$ cat config.mk
export PLATFORM = sky130hd
export DESIGN_NAME = sata_oob_ctrl_flat
export DESIGN_NICKNAME = d
export VERILOG_FILES = /design/src/rtl/sata_oob_pkg.sv /design/src/rtl/sata_oob_ctrl_if.sv /design/src/rtl/sata_oob_timer.sv /design/src/rtl/sata_oob_ctrl.sv /design/src/flat_wrapper.sv
export SDC_FILE = /design/constraint.sdc
export NUM_CORES = 1
export LEC_CHECK = 0
export CAP_MARGIN = 20
export CELL_PAD_IN_SITES_DETAIL_PLACEMENT = 1
export CELL_PAD_IN_SITES_GLOBAL_PLACEMENT = 1
export CORE_ASPECT_RATIO = 0.75
export CORE_UTILIZATION = 29
export CTS_CLUSTER_DIAMETER = 40
export DETAILED_ROUTE_END_ITERATION = 10
export PLACE_DENSITY_LB_ADDON = 0.15
export RECOVER_POWER = 25
export SETUP_SLACK_MARGIN = 0.3
export SLEW_MARGIN = 20
export SYNTH_ARGS = -nofsm -noshare
export SYNTH_HDL_FRONTEND = slang
export SYNTH_SLANG_ARGS = --single-unit
$ cat constraint.sdc
create_clock -name clk -period 2.35 [get_ports clk]
set_input_delay 0.47 -clock clk [delete_from_list [all_inputs] [get_ports clk]]
set_output_delay 0.47 -clock clk [all_outputs]
set_load 0.005 [all_outputs]
$ cat src/rtl/sata_oob_pkg.sv
// sata_oob_pkg: shared state encoding and SATA primitive constants for the OOB sequencer.
package sata_oob_pkg;
    typedef enum logic [3:0] {
        IDLE, SEND_INIT, WAIT_INIT, SEND_WAKE, WAIT_WAKE,
        WAIT_NOIDLE, SEND_D102, SEND_ALIGN, READY, ERROR
    } state_t;
    localparam logic [31:0] ALIGN   = 32'h7B4A4ABC;
    localparam logic [3:0]  ALIGN_K = 4'b0001;
    localparam logic [31:0] D102    = 32'h4A4A4A4A;
    localparam logic [3:0]  D102_K  = 4'b0000;
    localparam logic [31:0] SYNC    = 32'hB5B5957C;
    localparam logic [3:0]  SYNC_K  = 4'b0001;
endpackage

$ cat src/rtl/sata_oob_ctrl_if.sv
// sata_oob_ctrl_if: channel-facing and user-facing signals of the OOB sequencer.
interface sata_oob_ctrl_if;
    logic        oob_start;
    logic        TXCOMINIT;
    logic        TXCOMWAKE;
    logic        TXCOMFINISH;
    logic        TXELECIDLE;
    logic [31:0] txdata;
    logic [3:0]  txcharisk;
    logic        RXCOMINITDET;
    logic        RXCOMWAKEDET;
    logic        RXELECIDLE;
    logic        RXBYTEISALIGNED;
    logic [31:0] rxdata;
    logic [3:0]  rxcharisk;
    logic [31:0] user_txdata;
    logic [3:0]  user_txcharisk;
    logic        link_up;
    logic        oob_busy;
    logic        oob_error;
    modport master (
        input  oob_start, TXCOMFINISH, RXCOMINITDET, RXCOMWAKEDET, RXELECIDLE,
               RXBYTEISALIGNED, rxdata, rxcharisk, user_txdata, user_txcharisk,
        output TXCOMINIT, TXCOMWAKE, TXELECIDLE, txdata, txcharisk,
               link_up, oob_busy, oob_error
    );
    modport slave (
        output oob_start, TXCOMFINISH, RXCOMINITDET, RXCOMWAKEDET, RXELECIDLE,
               RXBYTEISALIGNED, rxdata, rxcharisk, user_txdata, user_txcharisk,
        input  TXCOMINIT, TXCOMWAKE, TXELECIDLE, txdata, txcharisk,
               link_up, oob_busy, oob_error
    );
endinterface

$ cat src/rtl/sata_oob_timer.sv
// sata_oob_timer: 16-bit wait-state counter, cleared on state entry, flags TIMEOUT_CYCLES-1.
module sata_oob_timer #(
    parameter int TIMEOUT_CYCLES = 32768
) (
    input  logic clk,
    input  logic reset,
    input  logic clr,
    output logic timeout
);
    logic [15:0] cnt;
    always_ff @(posedge clk) begin
        if (reset || clr) cnt <= '0;
        else cnt <= cnt + 16'd1;
    end
    assign timeout = cnt == 16'(TIMEOUT_CYCLES - 1);
endmodule

$ cat src/rtl/sata_oob_ctrl.sv
// sata_oob_ctrl: host-side SATA OOB / link-init sequencer driving the GTX channel.
// Define OOB_AUTO_RETRY_EN to retransmit COMINIT up to MAX_RETRY times on WAIT_INIT timeout.
module sata_oob_ctrl
    import sata_oob_pkg::*;
#(
    parameter int TIMEOUT_CYCLES = 32768,
    parameter int MAX_RETRY      = 3,
    parameter int SYNC_COUNT     = 3
) (
    input logic            clk,
    input logic            reset,
    sata_oob_ctrl_if.master bus
);
    state_t     state, state_n;
    logic       enter, timeout, dev_init, can_retry;
    logic [7:0] sync_cnt, sync_cnt_n;
    sata_oob_timer #(.TIMEOUT_CYCLES(TIMEOUT_CYCLES)) u_timer (
        .clk(clk), .reset(reset), .clr(enter), .timeout(timeout)
    );
`ifdef OOB_AUTO_RETRY_EN
    logic [7:0] retry;
    assign can_retry = retry < 8'(MAX_RETRY);
    always_ff @(posedge clk) begin
        if (reset || bus.oob_start) retry <= '0;
        else if (state == WAIT_INIT && !bus.RXCOMINITDET && timeout && can_retry) retry <= retry + 8'd1;
    end
`else
    // no retransmission in this build: a WAIT_INIT timeout always ends in ERROR
    assign can_retry = MAX_RETRY < 0;
`endif
    assign dev_init = bus.RXCOMINITDET &&
                      (state inside {SEND_WAKE, WAIT_WAKE, WAIT_NOIDLE, SEND_D102, SEND_ALIGN, READY});
    assign sync_cnt_n = (state == SEND_ALIGN && bus.rxcharisk[0] && bus.rxdata != ALIGN) ? sync_cnt + 8'd1 : 8'd0;
    assign enter = state_n != state || bus.oob_start;
    always_comb begin
        state_n = state;
        case (state)
            SEND_INIT:   state_n = bus.TXCOMFINISH ? WAIT_INIT : state;
            WAIT_INIT:   state_n = bus.RXCOMINITDET ? SEND_WAKE : timeout ? (can_retry ? SEND_INIT : ERROR) : state;
            SEND_WAKE:   state_n = bus.TXCOMFINISH ? WAIT_WAKE : state;
            WAIT_WAKE:   state_n = bus.RXCOMWAKEDET ? WAIT_NOIDLE : timeout ? ERROR : state;
            WAIT_NOIDLE: state_n = !bus.RXELECIDLE ? SEND_D102 : timeout ? ERROR : state;
            SEND_D102:   state_n = (bus.RXBYTEISALIGNED && bus.rxdata == ALIGN && bus.rxcharisk == ALIGN_K) ? SEND_ALIGN
                                   : timeout ? ERROR : state;
            SEND_ALIGN:  state_n = sync_cnt_n == 8'(SYNC_COUNT) ? READY : timeout ? ERROR : state;
            default:     state_n = state;
        endcase
        if (dev_init) state_n = SEND_INIT;
        if (bus.oob_start) state_n = SEND_INIT;
    end
    // outputs are registered from the next state so they track the state register exactly
    always_ff @(posedge clk) begin
        if (reset) begin
            state          <= IDLE;
            sync_cnt       <= '0;
            bus.TXCOMINIT  <= 1'b0;
            bus.TXCOMWAKE  <= 1'b0;
            bus.TXELECIDLE <= 1'b1;
            bus.txdata     <= '0;
            bus.txcharisk  <= '0;
            bus.link_up    <= 1'b0;
            bus.oob_busy   <= 1'b0;
            bus.oob_error  <= 1'b0;
        end else begin
            state          <= state_n;
            sync_cnt       <= sync_cnt_n;
            bus.TXCOMINIT  <= enter && state_n == SEND_INIT;
            bus.TXCOMWAKE  <= enter && state_n == SEND_WAKE;
            bus.TXELECIDLE <= !(state_n inside {SEND_D102, SEND_ALIGN, READY});
            bus.txdata     <= state_n == SEND_D102 ? D102 : state_n == SEND_ALIGN ? ALIGN
                              : state_n == READY ? (state == READY ? bus.user_txdata : ALIGN) : 32'd0;
            bus.txcharisk  <= state_n == SEND_D102 ? D102_K : state_n == SEND_ALIGN ? ALIGN_K
                              : state_n == READY ? (state == READY ? bus.user_txcharisk : ALIGN_K) : 4'd0;
            bus.link_up    <= state_n == READY;
            bus.oob_busy   <= !(state_n inside {IDLE, READY, ERROR});
            bus.oob_error  <= state_n == ERROR;
        end
    end
endmodule

$ cat src/flat_wrapper.sv
// flat-port wrapper written by rule: the top's interface ports become plain ports
module sata_oob_ctrl_flat import sata_oob_pkg::*;
#(
    parameter int TIMEOUT_CYCLES = 32768,
    parameter int MAX_RETRY      = 3,
    parameter int SYNC_COUNT     = 3
)
  (clk, reset, bus_oob_start, bus_TXCOMFINISH, bus_RXCOMINITDET, bus_RXCOMWAKEDET, bus_RXELECIDLE, bus_RXBYTEISALIGNED, bus_rxdata, bus_rxcharisk, bus_user_txdata, bus_user_txcharisk, bus_TXCOMINIT, bus_TXCOMWAKE, bus_TXELECIDLE, bus_txdata, bus_txcharisk, bus_link_up, bus_oob_busy, bus_oob_error);
  sata_oob_ctrl_if bus_i ();
  input logic clk;
  input logic reset;
  input wire logic [$bits(bus_i.oob_start)-1:0] bus_oob_start;
  input wire logic [$bits(bus_i.TXCOMFINISH)-1:0] bus_TXCOMFINISH;
  input wire logic [$bits(bus_i.RXCOMINITDET)-1:0] bus_RXCOMINITDET;
  input wire logic [$bits(bus_i.RXCOMWAKEDET)-1:0] bus_RXCOMWAKEDET;
  input wire logic [$bits(bus_i.RXELECIDLE)-1:0] bus_RXELECIDLE;
  input wire logic [$bits(bus_i.RXBYTEISALIGNED)-1:0] bus_RXBYTEISALIGNED;
  input wire logic [$bits(bus_i.rxdata)-1:0] bus_rxdata;
  input wire logic [$bits(bus_i.rxcharisk)-1:0] bus_rxcharisk;
  input wire logic [$bits(bus_i.user_txdata)-1:0] bus_user_txdata;
  input wire logic [$bits(bus_i.user_txcharisk)-1:0] bus_user_txcharisk;
  output wire logic [$bits(bus_i.TXCOMINIT)-1:0] bus_TXCOMINIT;
  output wire logic [$bits(bus_i.TXCOMWAKE)-1:0] bus_TXCOMWAKE;
  output wire logic [$bits(bus_i.TXELECIDLE)-1:0] bus_TXELECIDLE;
  output wire logic [$bits(bus_i.txdata)-1:0] bus_txdata;
  output wire logic [$bits(bus_i.txcharisk)-1:0] bus_txcharisk;
  output wire logic [$bits(bus_i.link_up)-1:0] bus_link_up;
  output wire logic [$bits(bus_i.oob_busy)-1:0] bus_oob_busy;
  output wire logic [$bits(bus_i.oob_error)-1:0] bus_oob_error;
  assign bus_i.oob_start = bus_oob_start;
  assign bus_i.TXCOMFINISH = bus_TXCOMFINISH;
  assign bus_i.RXCOMINITDET = bus_RXCOMINITDET;
  assign bus_i.RXCOMWAKEDET = bus_RXCOMWAKEDET;
  assign bus_i.RXELECIDLE = bus_RXELECIDLE;
  assign bus_i.RXBYTEISALIGNED = bus_RXBYTEISALIGNED;
  assign bus_i.rxdata = bus_rxdata;
  assign bus_i.rxcharisk = bus_rxcharisk;
  assign bus_i.user_txdata = bus_user_txdata;
  assign bus_i.user_txcharisk = bus_user_txcharisk;
  assign bus_TXCOMINIT = bus_i.TXCOMINIT;
  assign bus_TXCOMWAKE = bus_i.TXCOMWAKE;
  assign bus_TXELECIDLE = bus_i.TXELECIDLE;
  assign bus_txdata = bus_i.txdata;
  assign bus_txcharisk = bus_i.txcharisk;
  assign bus_link_up = bus_i.link_up;
  assign bus_oob_busy = bus_i.oob_busy;
  assign bus_oob_error = bus_i.oob_error;
  sata_oob_ctrl #(.TIMEOUT_CYCLES(TIMEOUT_CYCLES), .MAX_RETRY(MAX_RETRY), .SYNC_COUNT(SYNC_COUNT)) u_core (.clk(clk), .reset(reset), .bus(bus_i));
endmodule
### After elaboration in Yosys (flattened, before gate mapping)

Cells that the tools add are included.

* register bits: 70
* input bits: 80
* latch bits: 0
* output and inout port bits: 42
* word-level logic and storage cells: 74
* bits in read-only memories: 0
* memories: 0
* memory bits (writable): 0

* bitwise logic cells: 2
* eq/ne operators: 20
* add/sub/neg operators: 2
* shift-type cells: 0
* multiplexer cells: 19
* reductions and logical operators: 17
* divide/modulo/power cells: 0
* $mul: 0
* $lt $le $gt $ge: 0

Operators with widths (count)
* $mux 31: 4
* $mux 4: 10
* $eq 32x31->1 const B: 1
* $ne 32x31->1 const B: 1
* $pmux 4 s7: 1
* $eq 4x3->1 const B: 6
* $add 16x1->16 const B: 1
* $eq 16x15->1 const B: 1
* $eq 4x1->1 const B: 3
* $eq 4x2->1 const B: 3
* $eq 4x4->1 const B: 3
* $add 8x1->8 const B: 1
* $eq 8x2->1 const B: 1
* $mux 8: 1
* $logic_and 1x1->1: 7
* $reduce_bool 3->1: 2
* $reduce_bool 6->1: 1
* $reduce_or 5->1: 1
* $logic_not 4->1: 1
* $ne 4x4->1: 1
* $mux 1: 3
* $logic_not 1->1: 2
* $logic_or 1x1->1: 2
* $not 1->1: 2
* $reduce_or 2->1: 1

### Logic depth before layout (Yosys ltp)

Gate-level depths: netlist of run 1.

* depth after elaboration: 13
* depth in mapped cells: 10
* depth with buffers taken out: 8

### Hierarchy

Synthesis of run 1 repeated with hierarchy kept, for this count alone.

* cell total of the unflattened synthesis: 373
* area total of the unflattened synthesis: 3296.9 µm²

Modules (own cells, without submodules)
* sata_oob_ctrl: area each 2598.7 µm², cells each 293, sequential area each 1081.0 µm², instances 1
* sata_oob_timer: area each 698.2 µm², cells each 80, sequential area each 320.3 µm², instances 1

### Least setup slack after synthesis of run 1

OpenSTA, ideal clock, no wires.

* kind: input to register
* from: input port bus_rxdata[16]
* to: register u_core.bus.txdata[24]
* arrival: 2.371 ns
* data required time: 2.272 ns
* buffers on the path: 0
* stages: 7
* setup slack: -0.099 ns
* library setup time: 0.078 ns
* cell sequence: nor4bb_1 nand4_1 or4_1 nand4_1 a31o_2 mux2_2 nor3_1

* word-level cells in the longest chain between the ends: 11
* elaborated cells between the ends (all ways): 18
* those cells by class: eq/ne (6); mux (8); reduce/logical (4)

Ends and longest elaborated chain
* from (decl): line flat_wrapper.sv:18 `input wire logic [$bits(bus_i.rxdata)-1:0] bus_rxdata;`
* $ne 32x31->1: line sata_oob_ctrl.sv:33 `assign sync_cnt_n = (state == SEND_ALIGN && bus.rxcharisk[0] && bus.rxdata != ALIGN) ? sync_cnt + 8'd1 : 8'd0;`
* $logic_and 1x1->1: line sata_oob_ctrl.sv:33
* $mux 8: line sata_oob_ctrl.sv:33
* $eq 8x2->1: line sata_oob_ctrl.sv:45 `SEND_ALIGN: state_n = sync_cnt_n == 8'(SYNC_COUNT) ? READY : timeout ? ERROR : state;`
* $mux 4: line sata_oob_ctrl.sv:45
* $pmux 4 s7 (*): line sata_oob_ctrl.sv:37 `case (state)`
* $mux 4 (*): line sata_oob_ctrl.sv:48 `if (dev_init) state_n = SEND_INIT;`
* $mux 4 (*): line sata_oob_ctrl.sv:49 `if (bus.oob_start) state_n = SEND_INIT;`
* $eq 4x4->1: line sata_oob_ctrl.sv:71 `: state_n == READY ? (state == READY ? bus.user_txdata : ALIGN) : 32'd0;`
* $mux 31: line sata_oob_ctrl.sv:71
* $mux 31: line sata_oob_ctrl.sv:70 `bus.txdata <= state_n == SEND_D102 ? D102 : state_n == SEND_ALIGN ? ALIGN`
* to (signal assigned): line sata_oob_ctrl.sv:70
* to (decl): line sata_oob_ctrl_if.sv:24 `output TXCOMINIT, TXCOMWAKE, TXELECIDLE, txdata, txcharisk,`

Every way passes the cells marked *; elsewhere a longest branch is shown, timed or not.
A chain may end at the register's enable or synchronous reset.

### Final worst setup path of run 1

* from: register u_core.sync_cnt[0]
* to: register u_core.u_timer.cnt[4]

* word-level cells in the longest chain between the ends: 10

Ends and longest elaborated chain
* from (decl): line sata_oob_ctrl.sv:16 `logic [7:0] sync_cnt, sync_cnt_n;`
* from (signal assigned): line sata_oob_ctrl.sv:66 `sync_cnt <= sync_cnt_n;`
* $add 8x1->8: line sata_oob_ctrl.sv:33
* $mux 8: line sata_oob_ctrl.sv:33
* $eq 8x2->1: line sata_oob_ctrl.sv:45
* $mux 4: line sata_oob_ctrl.sv:45
* $pmux 4 s7: line sata_oob_ctrl.sv:37
* $mux 4: line sata_oob_ctrl.sv:48
* $mux 4: line sata_oob_ctrl.sv:49
* $ne 4x4->1: line sata_oob_ctrl.sv:34 `assign enter = state_n != state || bus.oob_start;`
* $logic_or 1x1->1: line sata_oob_ctrl.sv:34
* $logic_or 1x1->1: line sata_oob_timer.sv:12 `if (reset || clr) cnt <= '0;`
* to (signal assigned): line sata_oob_timer.sv:13 `else cnt <= cnt + 16'd1;`
* to (decl): line sata_oob_timer.sv:10 `logic [15:0] cnt;`

No other way between the ends.

==> results.py, run 1 <==
metrics = {
    "run_status": {
        "status": "complete, but fails checks",
        "violations": "negative setup slack",
    },
    "synth": {
        "synth_seq_area_share": 0.432,
        "avgSynthCellArea_um2": 9.27,
        "synth-compound-area-share": 0.140,
        "synth_cell_types": 59,
        "synth_top_area_share": 0.432,
        "synth.area.mux_share": 0.00347,
        "synth_top_area_cell": "dfxtp_1",
        "synth-edff-count": 0,
        "yosys_warnings": 0,
        "syn_nets": 432,
        "yosys.area_share.simple": 0.327,
        "synth_top_cells_by_count": "dfxtp_1 (70), nor2_1 (40), nor3_1 (29)",
        "ys_seq_elements": 70,
        "synthTopCellsByArea": "dfxtp_1 (43%), nor2_1 (4.6%), nor3_1 (4.5%), and3_1 (3.5%), xor2_1 (3.2%)",
        "yosysMostFrequentCell": "dfxtp_1",
        "synthAdderAreaFrac": 0.00772,
        "synth_flop_cell": "dfxtp_1",
        "ys_async_sr_fraction": 0,
        "synth_xor_area_frac": 0.0513,
        "synth_top_family_by_area": "simple AND/OR/NAND/NOR gates",
        "synthCells": 350,
        "synth_area_um2": 3240,
    },
    "timing": {
        "max_freq_mhz": 404,
        "tightest_slew_ps": 683,
        "rsz0062_at_grt": "true",
        "post-route-worst-setup-slack_ps": -125,
        "skew_ps": 3.86,
        "slew_headroom": 0.545,
        "slew_viol_final": 0,
        "min_period_ps": 2480,
        "fin_crit_sh": 1.05,
        "hold_viol": 0,
        "hold_ws_ps": 545,
        "finalSetupViolations": 48,
    },
    "finish": {
        "syn_to_final_growth_pct": 91.8,
        "drive_gt1_frac": 0.403,
        "fin_area_um2": 6220,
        "nNetsFinal": 663,
        "antennaDiodeCount": 0,
    },
    "cts": {
        "clock-sinks": 70,
        "clockRootBuffer": "clkbuf_16",
        "clock_latency_ps": 330,
        "clk_pin_slew_ps": 50,
        "cts-buffers-inserted": 9,
        "clockBufferDepth": 2,
        "hold_buffers": 0,
        "cts_tree": "built",
        "h-tree-depth": 3,
    },
    "drt": {
        "ant_nets": 0,
        "vias": 3631,
        "drc": 0,
        "wl_mm": 12.2,
        "avgViaCountPerCell": 5.01,
        "drt_iter0_drc": 118,
        "wl_per_cell_um": 16.8,
        "dr.pass1.iters": 4,
    },
    "global_routing": {
        "grt_usage": 0.212,
        "grt_pass1_wl_mm": 18.9,
        "grt_use_met1": 0.263,
        "grt-ovfl-total": 0,
        "use_met3": 0.0579,
        "antenna_found_initial": 0,
        "use_met2": 0.363,
        "gr-max-usage-layer": "met2",
        "grt_pass1_vias": 3826,
        "grt_start_max_net_pins": 29,
    },
    "power_and_ir_drop": {
        "p_leak_nw": 2.57,
        "power_frac_comb": 0.159,
        "seq_power_share": 0.419,
        "internal_power_w": 0.00217,
        "switchingPower_w": 0.000713,
        "power_w": 0.00288,
        "clkPwrFrac": 0.422,
        "ir_drop_mv": 0.307,
        "switching_share": 0.247,
        "powerDensity_nw_per_um2": 463,
    },
    "setup_path": {
        "worst_ep_required_time_ps": 2590,
        "endpoint_kind": "flip-flop",
        "crit_type": "flip-flop to flip-flop",
        "start_kind": "flip-flop",
        "path_max_fanout": 5,
        "crit_arrival_ps": 2720,
    },
    "place": {
        "gp_congestion": 0.889,
        "io_buffers": 121,
        "place_ws_ps": -702,
        "placed_area_um2": 5170,
        "dp_hpwl_mm": 8.06,
    },
    "job": {
        "drv_cap": 0,
    },
    "die": {
        "start_util": 0.298,
        "die_w_um": 124,
        "row_count": 33,
        "dieArea_um2": 11600,
        "die_h_um": 93.6,
        "io_pins": 122,
        "core_um2": 10900,
    },
    "worst_hold_path": {
        "hp-class": "flip-flop to flip-flop",
    },
}
per-layer routing:
metal  up-vias  routed length (µm)
met5         -                   0
met4         0                 115
met3        13                 776
met2       114                5940
met1      1753                5390
li1       1751                   -
critical path, cell delays in order (launching register included):
cell      delay (ps)
dfxtp_2          340
buf_6            130
and4_1           190
o2111a_1         240
o2111a_2         280
buf_6            130
buf_6            110
a21oi_4          180
o32ai_2          120
a221o_2          360
buf_6            150
nor3_1           140
registers in the layout, indices dropped and copies added (netlist names), 4 cells and up:
register / count
u_core.state: 4
u_core.bus.txcharisk: 4
u_core.sync_cnt: 8
u_core.u_timer.cnt: 16
u_core.bus.txdata: 32
final timing paths:
kind	start	to	slack [ps]	cells past startpoint
max	u_core.sync_cnt[0]$_SDFF_PP0_	u_core.u_timer.cnt[4]$_SDFF_PP0_	-130	11
min	u_core.u_timer.cnt[0]$_SDFF_PP0_	u_core.u_timer.cnt[0]$_SDFF_PP0_	540	2
max reg2reg	u_core.sync_cnt[0]$_SDFF_PP0_	u_core.u_timer.cnt[4]$_SDFF_PP0_	-130	11
min reg2reg	u_core.u_timer.cnt[0]$_SDFF_PP0_	u_core.u_timer.cnt[0]$_SDFF_PP0_	540	2
cell type report:
class                   count  area (µm²)
fillers                  1182        4680
repair buffers            240        2230
multi-input cells         256        2110
flip-flops and latches     70        1420
clock buffers               9         225
well taps                 140         175
clock inverters             6        38.8
inverters                   4        15.0
cells in the final DEF, fill, tap and decap left out, types with 5 or more instances in the layout:
master / count
buf_4: 89
clkdlybuf4s50_1: 67
dfxtp_1: 63
nor2_1: 39
nor3_2: 23
buf_6: 20
dlygate4sd2_1: 18
nand2_1: 17
nor3_1: 14
dlygate4sd3_1: 13
xor2_1: 12
clkbuf_16: 11
nand3_1: 10
nand4_1: 10
and3_1: 10
and3_4: 8
clkdlybuf4s15_1: 8
buf_2: 8
nand2b_1: 7
xnor2_1: 6
clkbuf_2: 6
a21oi_1: 5
buf_12: 5
kinds of logic (layout without fill, tap and decap cells):
logic type / count (synthesis) / after routing
AND/OR/NAND/NOR: 177 / 177
buffers and inverters: 24 / 259
adder cells (fa/ha/maj): 2 / 2
flip-flops: 70 / 70
AO/OA/AOI/OAI: 57 / 57
XOR/XNOR: 19 / 19
multiplexers: 1 / 1
per-stage QoR:
step,utilization,cells,TNS (ps)
after floorplan,-,350,-592
after global placement,0.475,667,-34710
after CTS,0.551,716,-960
after global routing,0.571,725,-8490
after detailed placement,0.475,667,-37960
final,0.571,725,-3830
what timing repair did:
action	4_1_cts	5_1_grt
gates cloned	2	2
gates resized for setup	138	39
setup buffers	32	7
endpoints found under the setup margin	69	68
pin swaps	18	14
power groups by stage:
stage / Clock, W / Sequential, W / Combinational (W)
2_1_floorplan: 0 / 0.00123 / 0.000141
3_3_place_gp: 0 / 0.00123 / 0.000370
3_5_place_dp: 0 / 0.00123 / 0.000375
4_1_cts: 0.00125 / 0.00121 / 0.000420
5_1_grt: 0.00131 / 0.00121 / 0.000487
6_report: 0.00122 / 0.00121 / 0.000458
(Power assumes the default switching activity.)
==> run 2: changes to the inputs <==
Settings changed: PLACE_DENSITY_LB_ADDON 0.15 to 0.3, SETUP_SLACK_MARGIN 0.3 to 0.4, SYNTH_HIERARCHICAL set to 1.
==> run 2 against run 1 <==
Net effect:
- the flow finishes with violations (design-rule violations, negative setup slack)
- register-to-register slack worse by 600 ps
- synthesized cell count grew 6.6%
- critical path depth increased by 4
- clock power grew 17%
- area after synthesis up 1.7%
- worst hold slack improved by 17 ps
- highest routed layer unchanged
- core utilization increased by 0.20 points
- fmax is 19% lower
- critical path type unchanged
- die area is 1.6% higher
==> results.py, run 2 <==
metrics = {
    "run_status": {
        "status": "complete, but fails checks",
        "violations": "design-rule violations, negative setup slack",
    },
    "cts": {
        "clock_latency_ps": 330,
        "clk_pin_slew_ps": 60,
        "clockBufferDepth": 2,
        "clockRootBuffer": "clkbuf_16",
        "h-tree-depth": 3,
        "clock-sinks": 70,
        "cts_tree": "built",
        "cts-buffers-inserted": 9,
    },
    "setup_path": {
        "start_kind": "flip-flop",
        "cpPeakStageDelay_ps": 410,
        "cp_common_cell": "buf_4",
        "endpoint_kind": "flip-flop",
        "crit_type": "flip-flop to flip-flop",
        "path_max_fanout": 5,
        "worst_ep_required_time_ps": 2540,
        "slowest_stage": "or3_4",
        "crit_chain": "nand4_1 -> or3_4 -> nor3_4 -> buf_4 -> nor3b_2 -> a211oi_2 -> a21oi_1 -> a41oi_2 -> buf_4 -> a32oi_2 -> o211a_1 -> inv_2 -> nor2_4 -> o311ai_1 -> o41ai_2",
        "crit_arrival_ps": 3260,
    },
    "die": {
        "row_count": 33,
        "die_h_um": 94.3,
        "dieArea_um2": 11800,
        "start_util": 0.300,
        "core_um2": 11000,
        "io_pins": 122,
        "die_w_um": 125,
    },
    "power_and_ir_drop": {
        "p_leak_nw": 2.67,
        "ir_drop_mv": 0.285,
        "powerDensity_nw_per_um2": 508,
    },
    "drt": {
        "wl_mm": 15.5,
        "wl_per_cell_um": 21.3,
        "avgViaCountPerCell": 5.27,
        "drt-met1-wl_mm": 6.31,
        "drc": 2,
        "ant_nets": 0,
        "vias": 3833,
        "dr.pass1.iters": 7,
        "highest_layer": "met4",
        "met2WireLength_mm": 7.70,
        "wl_met3_um": 803,
        "drt_iter0_drc": 207,
    },
    "global_routing": {
        "grt_pass1_vias": 3947,
        "grt-ovfl-total": 0,
        "grt_start_max_net_pins": 29,
        "antenna_found_initial": 0,
        "grt_pass1_wl_mm": 20.1,
        "grt_usage": 0.219,
    },
    "finish": {
        "regMostFlops": "u_core/bus.txdata",
        "drive_gt1_frac": 0.370,
        "fillerInstances": 1180,
        "layout_common_cells": "buf_4 (82), clkdlybuf4s50_1 (77), dfxtp_1 (59), nor2_1 (38), inv_1 (22)",
        "fin_area_um2": 6290,
        "syn_to_final_growth_pct": 90.7,
        "nNetsFinal": 664,
        "regArea_um2": 1420,
        "multi_input_area_um2": 2190,
        "layout_commonest_cell": "buf_4",
        "postLayoutCoreUtil": 0.573,
        "largest_reg_flops": 32,
        "reg_top3": "u_core/bus.txdata: 32 flops, u_core/u_timer/cnt: 16 flops, u_core/sync_cnt: 8 flops",
        "antennaDiodeCount": 0,
        "fin_cells": 727,
    },
    "place": {
        "dp_hpwl_mm": 8.67,
        "placed_cells": 689,
        "placed_area_um2": 5220,
        "io_buffers": 121,
        "gp_congestion": 0.826,
    },
    "worst_hold_path": {
        "hp-class": "flip-flop to flip-flop",
    },
    "timing": {
        "rsz0062_at_grt": "true",
        "min_period_ps": 3070,
        "post-route-worst-setup-slack_ps": -722,
        "hold_ws_ps": 562,
        "skew_ps": 7.07,
        "tightest_slew_ps": 646,
        "max_freq_mhz": 326,
        "slew_viol_final": 0,
        "fin_crit_sh": 1.31,
        "hold_viol": 0,
        "finalSetupViolations": 61,
        "slew_headroom": 0.568,
        "fin_setup_tns_ps": -37070,
    },
    "synth": {
        "synth_cell_types": 65,
        "synth_flop_cell": "dfxtp_1",
        "synthTopCellsByArea": "dfxtp_1 (43%), nor2_1 (5.6%), nor3_2 (4.9%), inv_1 (2.8%), a21oi_1 (2.6%)",
        "synth-compound-area-share": 0.165,
        "synth_top_cells_by_count": "dfxtp_1 (70), nor2_1 (49), inv_1 (25)",
        "syn_nets": 455,
        "synth_area_um2": 3300,
        "ys_async_sr_fraction": 0,
        "yosysMostFrequentCell": "dfxtp_1",
        "yosys.area_share.simple": 0.296,
        "ys_seq_elements": 70,
        "synth.area.mux_share": 0,
        "synthCells": 373,
        "synth_top_area_share": 0.425,
        "yosys_warnings": 6,
        "avgSynthCellArea_um2": 8.84,
        "synth_top_area_cell": "dfxtp_1",
        "synth-edff-count": 0,
        "synth_seq_area_share": 0.425,
        "synth_xor_area_frac": 0.0452,
        "synthAdderAreaFrac": 0.00759,
        "synth_top_family_by_area": "simple AND/OR/NAND/NOR gates",
    },
    "job": {
        "drv_cap": 0,
    },
}
run 2: final timing paths:
path | slack, ps | startpoint | endpoint | cells after the start
worst max-delay path | -720 | u_core/u_timer/cnt[8]$_SDFF_PP0_ | u_core/u_timer/cnt[14]$_SDFF_PP0_ | 15
worst min-delay path | 560 | u_core/u_timer/cnt[15]$_SDFF_PP0_ | u_core/u_timer/cnt[15]$_SDFF_PP0_ | 2
worst max register to register | -720 | u_core/u_timer/cnt[8]$_SDFF_PP0_ | u_core/u_timer/cnt[14]$_SDFF_PP0_ | 15
worst min register to register | 560 | u_core/u_timer/cnt[15]$_SDFF_PP0_ | u_core/u_timer/cnt[15]$_SDFF_PP0_ | 2
run 2: critical path, delay by kind of cell (launching register included):
kind	cells	cell delay [ps]
simple gates	5	1020
flops	1	350
buf+inv	3	460
compound gates	7	1100
run 2: cells by family after synthesis:
| kind of cell | Yosys count |
|---|---|
| and+or+nand+nor | 164 |
| buffers and inverters | 46 |
| xor gates and xnor gates | 17 |
| AOI/OAI and AO/OA | 74 |
| DFF | 70 |
| adders and majority gates | 2 |
run 2: routing by layer:
layer,GRT usage,up-vias
met1,0.259,1873
met2,0.379,140
met3,0.0646,60
met4,0.0813,0
li1,-,1760
met5,0,-
run 2: layout make-up:
cell class                 count  share of cell area
clock buffer                  12              0.0426
clock inverter                 4             0.00836
inverter                      26              0.0155
multi-input combinational    257               0.348
sequential                    70               0.225
tap                          140              0.0279
timing repair buffer         218               0.333
run 2: power breakdown:
part	internal (W)	leakage [nW]	switching (W)	total, W
clock	0.000915	0.146	0.000514	0.00143
combinational	0.000296	1.96	0.000255	0.000551
sequential	0.00120	0.571	0.0000106	0.00121
total	0.00242	2.67	0.000779	0.00319
run 2: timing repair:
item                                    in CTS  in global routing
gates cloned                                 1                  3
setup buffers                               12                  6
endpoints found under the setup margin      70                 70
gates resized for setup                     75                 69
hold buffers                                 0                  0
pin swaps                                   18                 32
run 2: per-stage QoR:
stage	setup WS (ps)	total power, W
floorplan	-180	0.00141
global placement	-606	0.00168
detailed placement	-881	0.00169
CTS	-422	0.00314
global route	-806	0.00330
finish	-722	0.00319
==> run 3: changes to the inputs <==
Settings changed: CORE_ASPECT_RATIO 0.75 to unset.
==> run 3 against run 2 <==
Net effect:
- the flow finishes with violations (negative setup slack)
- fmax rose by 9.5%
- cell area fell by 1.1%
- core utilization shrank 0.36 points
- total power fell by 0.86%
- die area barely moved
- critical path depth fell by 2
- critical endpoint is now u_core/bus.txdata[12]$_SDFF_PP0_
- largest cell class unchanged
- largest power group unchanged
==> results.py, run 3 (synthesis results as in run 2) <==
metrics = {
    "setup_path": {
        "crit_type": "flip-flop to flip-flop",
        "crit_arrival_ps": 3060,
        "worst_ep_required_time_ps": 2610,
        "endpoint_kind": "flip-flop",
        "rrSetupSlack_ps": -460,
        "r2r_cells": 13,
        "start_kind": "flip-flop",
        "path_max_fanout": 7,
    },
    "die": {
        "die_w_um": 109,
        "start_util": 0.301,
        "core_um2": 10900,
        "io_pins": 122,
        "row_count": 38,
        "dieArea_um2": 11800,
        "die_h_um": 109,
    },
    "global_routing": {
        "grt-ovfl-total": 0,
        "grt_start_max_net_pins": 35,
        "grt_pass1_vias": 4070,
        "grt_usage": 0.223,
        "grt_pass1_wl_mm": 20.2,
        "antenna_found_initial": 0,
    },
    "finish": {
        "layout_commonest_cell": "clkdlybuf4s50_1",
        "postLayoutCoreUtil": 0.569,
        "antennaDiodeCount": 0,
        "fin_cells": 730,
        "regMostFlops": "u_core/bus.txdata",
        "syn_to_final_growth_pct": 88.7,
        "largest_reg_flops": 32,
        "fillerInstances": 1216,
        "reg_top3": "u_core/bus.txdata: 32 flops, u_core/u_timer/cnt: 16 flops, u_core/sync_cnt: 8 flops",
        "drive_gt1_frac": 0.378,
        "nNetsFinal": 667,
        "layout_common_cells": "clkdlybuf4s50_1 (107), buf_4 (79), dfxtp_1 (60), nor2_1 (36), inv_1 (23)",
    },
    "drt": {
        "avgViaCountPerCell": 5.06,
        "met2WireLength_mm": 7.21,
        "drt_iter0_drc": 136,
        "wl_mm": 13.8,
        "dr.pass1.iters": 4,
        "highest_layer": "met4",
        "drt-met1-wl_mm": 5.51,
        "vias": 3696,
        "drc": 0,
        "ant_nets": 0,
        "wl_met3_um": 694,
        "wl_per_cell_um": 18.9,
    },
    "timing": {
        "finalSetupViolations": 62,
        "skew_ps": 11.7,
        "max_freq_mhz": 356,
        "slew_viol_final": 0,
        "slew_headroom": 0.682,
        "tightest_slew_ps": 478,
        "hold_ws_ps": 466,
        "hold_viol": 0,
        "min_period_ps": 2810,
        "rsz0062_at_grt": "true",
        "post-route-worst-setup-slack_ps": -456,
        "fin_crit_sh": 1.19,
    },
    "power_and_ir_drop": {
        "powerDensity_nw_per_um2": 509,
        "ir_drop_mv": 0.333,
        "p_leak_nw": 2.42,
        "power_w": 0.00317,
    },
    "cts": {
        "cts-buffers-inserted": 9,
        "cts_tree": "built",
        "clockRootBuffer": "clkbuf_16",
        "clock_latency_ps": 340,
        "h-tree-depth": 3,
        "hold_buffers": 0,
        "clockBufferDepth": 2,
        "clk_pin_slew_ps": 60,
        "clock-sinks": 70,
    },
    "worst_hold_path": {
        "hp-class": "flip-flop to flip-flop",
        "holdPathStages": 1,
    },
    "place": {
        "placed_cells": 691,
        "place_ws_ps": -832,
        "dp_hpwl_mm": 8.42,
        "gp_congestion": 0.851,
        "io_buffers": 121,
    },
    "job": {
        "drv_cap": 0,
    },
    "run_status": {
        "status": "complete, but fails checks",
        "violations": "negative setup slack",
    },
}
run 3: cell types whose count changed in the layout (fill, tap and decap cells not counted), sizes merged, moves of 2 or more:
cell / change
inv: +4
clkbuf: -3
clkdlybuf4s50: +30
dlymetal6s2s: -17
dlygate4sd2: -13
buf: +2
run 3: timing repair:
item / in CTS / in global routing
cloned: 2 / 2
resized for setup: 64 / 46
pin swaps: 39 / 19
setup buffers: 12 / 7
endpoints found under the setup margin: 70 / 64
run 3: path summary, 6_finish.rpt:
check	from	endpoint
min	u_core/sync_cnt[0]$_SDFF_PP0_	u_core/sync_cnt[0]$_SDFF_PP0_
min reg2reg	u_core/sync_cnt[0]$_SDFF_PP0_	u_core/sync_cnt[0]$_SDFF_PP0_
max	u_core/u_timer/cnt[14]$_SDFF_PP0_	u_core/bus.txdata[12]$_SDFF_PP0_
max reg2reg	u_core/u_timer/cnt[14]$_SDFF_PP0_	u_core/bus.txdata[12]$_SDFF_PP0_
run 3: cell type report:
cell class | count | area, µm² | area share
multi-input cells | 258 | 2120 | 0.341
clock buffers | 9 | 225 | 0.0362
repair buffers | 220 | 2120 | 0.341
well taps | 140 | 175 | 0.0282
inverters | 26 | 103 | 0.0165
clock inverters | 7 | 61.3 | 0.00985
flip-flops and latches | 70 | 1420 | 0.228
run 3: per-stage QoR:
stage	setup TNS [ps]	cell area, µm²
2_1_floorplan	-3240	3370
3_3_place_gp	-29710	5250
3_5_place_dp	-35070	5250
4_1_cts	-11560	5910
5_1_grt	-29360	6220
6_report	-21580	6220
run 3: metal layers:
layer | vias to the layer above | global-route usage
li1 | 1767 | -
met1 | 1791 | 0.248
met2 | 104 | 0.403
met3 | 34 | 0.0574
met4 | 0 | 0.0907
met5 | - | 0
run 3: report_power, final:
| group | leakage, nW | internal (W) | switching (W) |
|---|---|---|---|
| sequential | 0.571 | 0.00120 | 0.0000106 |
| clock | 0.135 | 0.000738 | 0.000617 |
| combinational | 1.71 | 0.000336 | 0.000263 |
run 3: worst max-delay path, stage by stage, from the launching register on:
cell	delay, ps
dfxtp_1	340
nand3_1	80
or3_4	410
nor3_4	170
buf_12	160
nor3b_4	50
a211oi_2	230
a21oi_2	80
a41oi_2	210
buf_4	160
o221a_4	230
nand4_4	220
buf_12	230
nor3_2	140
